<file path="src/rtl/mem_port_arbiter.sv">
// mem_port_arbiter: shares one synchronous single-port RAM between NUM_CH
// requesters. Channel 0 (debugger) always wins. Channels 1..NUM_CH-1 use
// fixed priority (lowest index wins) by default. Defining ARB_ROUND_ROBIN_EN
// builds a rotating-priority pointer for those channels instead.
// Read data returns READ_LATENCY cycles after the address, is captured into a
// per-channel hold register, and is flagged by a one-cycle o_valid pulse.
//
// Handshake: i_req[k] acts as valid and o_grant[k] acts as ready. An access
// transfers in any cycle where both are high. A requester keeps i_req,
// i_rw, address and data stable until it sees its grant. There is no queuing.
module mem_port_arbiter #(
  parameter int NUM_CH       = 2,
  parameter int ADDR_W       = 16,
  parameter int DATA_W       = 8,
  parameter int READ_LATENCY = 1
) (
  input  logic                     i_clk,
  input  logic                     i_reset,
  input  logic [NUM_CH-1:0]        i_req,
  input  logic [NUM_CH-1:0]        i_rw,
  input  logic [NUM_CH*ADDR_W-1:0] i_address,
  input  logic [NUM_CH*DATA_W-1:0] i_data,
  output logic [NUM_CH-1:0]        o_grant,
  output logic [NUM_CH*DATA_W-1:0] o_data,
  output logic [NUM_CH-1:0]        o_valid,
  output logic                     o_mem_en,
  output logic                     o_mem_wea,
  output logic [ADDR_W-1:0]        o_mem_address,
  output logic [DATA_W-1:0]        o_mem_data,
  input  logic [DATA_W-1:0]        i_mem_data
);

  localparam int CH_W = (NUM_CH > 1) ? $clog2(NUM_CH) : 1;
  localparam logic [CH_W-1:0] FIRST_CH = CH_W'(1);
  localparam logic [CH_W-1:0] LAST_CH  = CH_W'(NUM_CH - 1);

  logic [NUM_CH-1:0] grant;
  logic [CH_W-1:0]   gidx;
  logic              found;
  int                cand;
  logic [CH_W-1:0]   cand_idx;
  logic              any_grant;
  logic              rd_push;

`ifdef ARB_ROUND_ROBIN_EN
  // Channel that gets first look among 1..NUM_CH-1 in the current cycle
  logic [CH_W-1:0]   rr_ptr;
`endif

  // Read tags: one entry per RAM latency stage, carrying the owning channel
  logic              tag_vld [READ_LATENCY];
  logic [CH_W-1:0]   tag_ch  [READ_LATENCY];
  logic              out_vld;
  logic [CH_W-1:0]   out_ch;

  // Pick the winner: channel 0 first, then the masters in priority order
  always_comb begin
    grant    = '0;
    gidx     = '0;
    found    = 1'b0;
    cand     = 0;
    cand_idx = '0;
    if (i_req[0]) begin
      grant[0] = 1'b1;
      found    = 1'b1;
    end else begin
      for (int i = 0; i < NUM_CH - 1; i++) begin
`ifdef ARB_ROUND_ROBIN_EN
        cand = int'(rr_ptr) + i;
        if (cand > NUM_CH - 1) cand = cand - (NUM_CH - 1);
`else
        cand = i + 1;
`endif
        cand_idx = CH_W'(cand);
        if (!found && i_req[cand_idx]) begin
          found           = 1'b1;
          gidx            = cand_idx;
          grant[cand_idx] = 1'b1;
        end
      end
    end
  end

  assign any_grant = |grant;
  assign rd_push   = any_grant & i_rw[gidx];
  assign o_grant   = grant;
  assign o_mem_en  = any_grant;
  assign o_mem_wea = any_grant & ~i_rw[gidx];
  assign o_mem_address = any_grant ? i_address[int'(gidx)*ADDR_W +: ADDR_W] : '0;
  assign o_mem_data    = any_grant ? i_data[int'(gidx)*DATA_W +: DATA_W] : '0;

`ifdef ARB_ROUND_ROBIN_EN
  // Advance the pointer past the master just served; channel 0 and idle leave it alone
  always_ff @(posedge i_clk or posedge i_reset) begin
    if (i_reset) begin
      rr_ptr <= FIRST_CH;
    end else if (any_grant && (gidx != '0)) begin
      rr_ptr <= (gidx == LAST_CH) ? FIRST_CH : gidx + FIRST_CH;
    end
  end
`endif

  // Shift read tags alongside the RAM's own latency; reset drops anything in flight
  always_ff @(posedge i_clk or posedge i_reset) begin
    if (i_reset) begin
      for (int s = 0; s < READ_LATENCY; s++) begin
        tag_vld[s] <= 1'b0;
        tag_ch[s]  <= '0;
      end
    end else begin
      tag_vld[0] <= rd_push;
      tag_ch[0]  <= gidx;
      for (int s = 1; s < READ_LATENCY; s++) begin
        tag_vld[s] <= tag_vld[s-1];
        tag_ch[s]  <= tag_ch[s-1];
      end
    end
  end

  assign out_vld = tag_vld[READ_LATENCY-1];
  assign out_ch  = tag_ch[READ_LATENCY-1];

  // Capture returning RAM data into the owning channel's hold register and pulse its valid
  always_ff @(posedge i_clk or posedge i_reset) begin
    if (i_reset) begin
      o_data  <= '0;
      o_valid <= '0;
    end else begin
      o_valid <= '0;
      if (out_vld) begin
        o_valid[out_ch]                          <= 1'b1;
        o_data[int'(out_ch)*DATA_W +: DATA_W]    <= i_mem_data;
      end
    end
  end

endmodule

</file>
<file path="config.mk">
export PLATFORM = sky130hd
export DESIGN_NAME = mem_port_arbiter
export DESIGN_NICKNAME = d
export VERILOG_FILES = /design/src/rtl/mem_port_arbiter.sv
export SDC_FILE = /design/constraint.sdc
export NUM_CORES = 1
export LEC_CHECK = 0
export ABC_AREA = 1
export CAP_MARGIN = 20
export CELL_PAD_IN_SITES_DETAIL_PLACEMENT = 1
export CELL_PAD_IN_SITES_GLOBAL_PLACEMENT = 2
export CORE_MARGIN = 8
export CORE_UTILIZATION = 14
export DETAILED_ROUTE_END_ITERATION = 12
export PLACE_DENSITY = 0.93
export SLEW_MARGIN = 20
export SYNTH_ARGS = -nofsm -noshare
export SYNTH_HDL_FRONTEND = slang
export SYNTH_SLANG_ARGS = --single-unit
</file>
<file path="constraint.sdc">
create_clock -name i_clk -period 2.5 [get_ports i_clk]
set_clock_uncertainty 0.2 [all_clocks]
set_input_delay 0.5 -clock i_clk [delete_from_list [all_inputs] [get_ports i_clk]]
set_output_delay 0.5 -clock i_clk [all_outputs]
set_load 0.02 [all_outputs]
</file>
==> reports/results.ini <==
[floorplan]
initial_core_util = 0.145
dieArea_mm2 = 0.0111
design.core.area_mm2 = 0.00773
die-height_um = 105
rows = 32
die_w_um = 105
io_pins = 108

[global_routing]
grt_max_degree = 27
use_met3 = 0.0566
grt.total_usage = 0.0827
gr-total-overflow = 0
busiest_layer = met2
use_met2 = 0.129
grt_pass1_wl_um = 7760
antenna_found_initial = 0
first_global_vias = 1586
grt_use_met1 = 0.0911

[critical_path]
critical_path_buf_inv_count = 3
rrSetupSlack_ns = 1.18
crit_fanout = 26
start_kind = input port
crit_path_start = i_req[1]
r2r_cells = 4
crit_top_cell = nand2_1
crit_chain = clkdlybuf4s50_1, nand2_4, inv_8, nand2_1, nand2_1, dlygate4sd2_1
arrival_ns = 1.72
end_kind = primary output
r2r-end = o_data[4]$_DFFE_PP0P_
reg2reg_from = out_ch$_DFF_PP0_
critical-path-slowest-cell = clkdlybuf4s50_1
cpPeakStageDelay_ns = 0.53
cp_top_family = buffers and inverters
crit_cells = 6
required_ns = 1.80
crit_type = input port to primary output
cp-endpoint = o_mem_data[5]

[route]
vias = 1393
dr.pass1.iters = 4
wl_um = 4440
ant_nets = 0
drc = 0
vias_per_cell = 3.76
wl_per_cell_um = 12.0
dr.first_iter.drc_count = 25

[final_layout]
layout-drive-gt1-share = 0.0746
utilization = 0.296
n_fill_cell = 941
syn_to_final_growth_pct = 104
final_area_mm2 = 0.00228
seq_area_um2 = 500
diodes = 0
nets = 331
multiInputGateArea_um2 = 468

[power_and_ir_drop]
p_leak_nw = 1.13
share_comb_of_total_power = 0.429
switchingPower_w = 0.000360
power.total_w = 0.00112
power.internal_w = 0.000762
p_per_area_mw_per_mm2 = 491
switching_share = 0.321
clkPwrFrac = 0.207
seqPwrFrac = 0.364
irDropWorstVdd_uv = 149

[synth]
ys_ff_latch = 20
syn-cell-area_mm2 = 0.00112
synth.avg_cell_area_um2 = 6.92
synthCells = 162
yosys_warnings = 0
synth_cell_type_count = 11
syn_nets = 224
seq_area_frac_synth = 0.446

[timing]
rsz0062_at_grt = no
relSlewSlack = 0.516
timing.fmax_ghz = 0.413
fin_crit_sh = 0.968
setup_violations = 0
fin_ws_ns = 0.0808
final_hold_viol_count = 0
worst_pin_slew_ns = 0.725
period_needed_ns = 2.42
maxSlewViolCount = 0
whs_ns = 0.287

[clock_tree]
ctsHoldBuffers = 0
cts_tree = done
root_buffer = clkbuf_8
clkSinkCount = 20
cts-buffers-inserted = 3
clkSlewWorstSetupHoldPaths_ns = 0.07
htreeDepth = 1
clock_latency_ns = 0.25
cts_buffer_depth = 2

[place]
place_ws_ns = -0.416
io_buffer_count = 107
place_congestion = 0.697
place_area_mm2 = 0.00227
hpwl_um = 3940

[worst_hold_path]
hp-class = flop to flop

[run]
drv_cap = 0

[run_status]
status = completed

## state kept, by name, summed over array words and instances (netlist names)
signal and cells:
o_data 16, o_valid 2, out_ch 1, out_vld 1
## power by group through the flow
| stage | sequential [W] | clock [W] | combinational, W |
|---|---|---|---|
| 3_3_place_gp | 0.000414 | 0 | 0.000503 |
| 6_report | 0.000409 | 0.000232 | 0.000482 |
| 4_1_cts | 0.000409 | 0.000244 | 0.000491 |
| 5_1_grt | 0.000417 | 0.000256 | 0.000529 |
| 3_5_place_dp | 0.000415 | 0 | 0.000512 |
| 2_1_floorplan | 0.000478 | 0 | 0.000149 |
## layout make-up
type,instances,area share
sequential,20,0.219
tap,102,0.0559
inverter,17,0.0334
clock buffer,4,0.0241
multi-input combinational,116,0.205
timing repair buffer,111,0.463
## cell usage after synthesis (all sizes together)
master / number / area (um^2)
buf: 9 / 81.3
nor2: 3 / 11.3
inv: 17 / 73.8
dfrtp: 20 / 500
o21ai: 16 / 80.1
nand2: 95 / 364
nand3: 2 / 10.0
## cells in the final DEF (no fill, tap or decap)
cell type | Yosys | routed
buf_4 | 2 | 3
buf_6 | 5 | 1
clkbuf_2 | 0 | 8
clkbuf_8 | 0 | 4
clkdlybuf4s15_1 | 0 | 14
clkdlybuf4s50_1 | 0 | 79
dfrtp_1 | 20 | 20
dlygate4sd2_1 | 0 | 6
inv_1 | 15 | 15
inv_6 | 2 | 1
inv_8 | 0 | 1
nand2_1 | 94 | 94
nand2_4 | 1 | 1
nand3_1 | 2 | 2
nor2_1 | 3 | 2
nor2_2 | 0 | 1
o21ai_0 | 16 | 16
## timing repair
action,4_1_cts,5_1_grt
hold endpoints to repair,0,0
setup endpoints to repair,28,22
setup buffers,0,0
gates resized for setup,33,28
## per-layer routing
metal,vias to the layer above,routed length (um)
met4,0,0
met5,-,0
met3,0,711
met2,79,2000
li1,694,-
met1,620,1730
## kinds of logic (layout without fill, tap and decap cells)
family	Yosys count	in the layout	share of synthesized area
buffers and inverters	26	132	0.138
AO/OA/AOI/OAI	16	16	0.0714
AND/OR/NAND/NOR	100	100	0.344
flip-flops	20	20	0.446
## worst reg2reg max path: cells and delay by family (launching register included)
| kind | cells | cell delay (ns) |
|---|---|---|
| compound gates | 1 | 0.09 |
| buf+inv | 1 | 0.06 |
| flops | 1 | 0.38 |
| simple gates | 2 | 0.46 |
## through the flow
stage               instances  setup TNS, ns
floorplan                 162              0
global placement          366          -8.96
detailed placement        366         -10.35
CTS                       370              0
global route              370              0
finish                    370              0
## worst min-delay path by stage
stage | from | to | slack (ns) | cells past startpoint
2_1_floorplan | i_reset | o_data[0]$_DFFE_PP0P_ | 0.26 | 1
3_3_place_gp | o_data[2]$_DFFE_PP0P_ | o_data[2]$_DFFE_PP0P_ | 0.27 | 2
3_5_place_dp | o_data[13]$_DFFE_PP0P_ | o_data[13]$_DFFE_PP0P_ | 0.28 | 2
4_1_cts | o_data[13]$_DFFE_PP0P_ | o_data[13]$_DFFE_PP0P_ | 0.29 | 2
5_1_grt | o_data[12]$_DFFE_PP0P_ | o_data[12]$_DFFE_PP0P_ | 0.33 | 2
6_report | o_data[13]$_DFFE_PP0P_ | o_data[13]$_DFFE_PP0P_ | 0.29 | 2
Note: power is estimated with default switching activity, not from simulation.
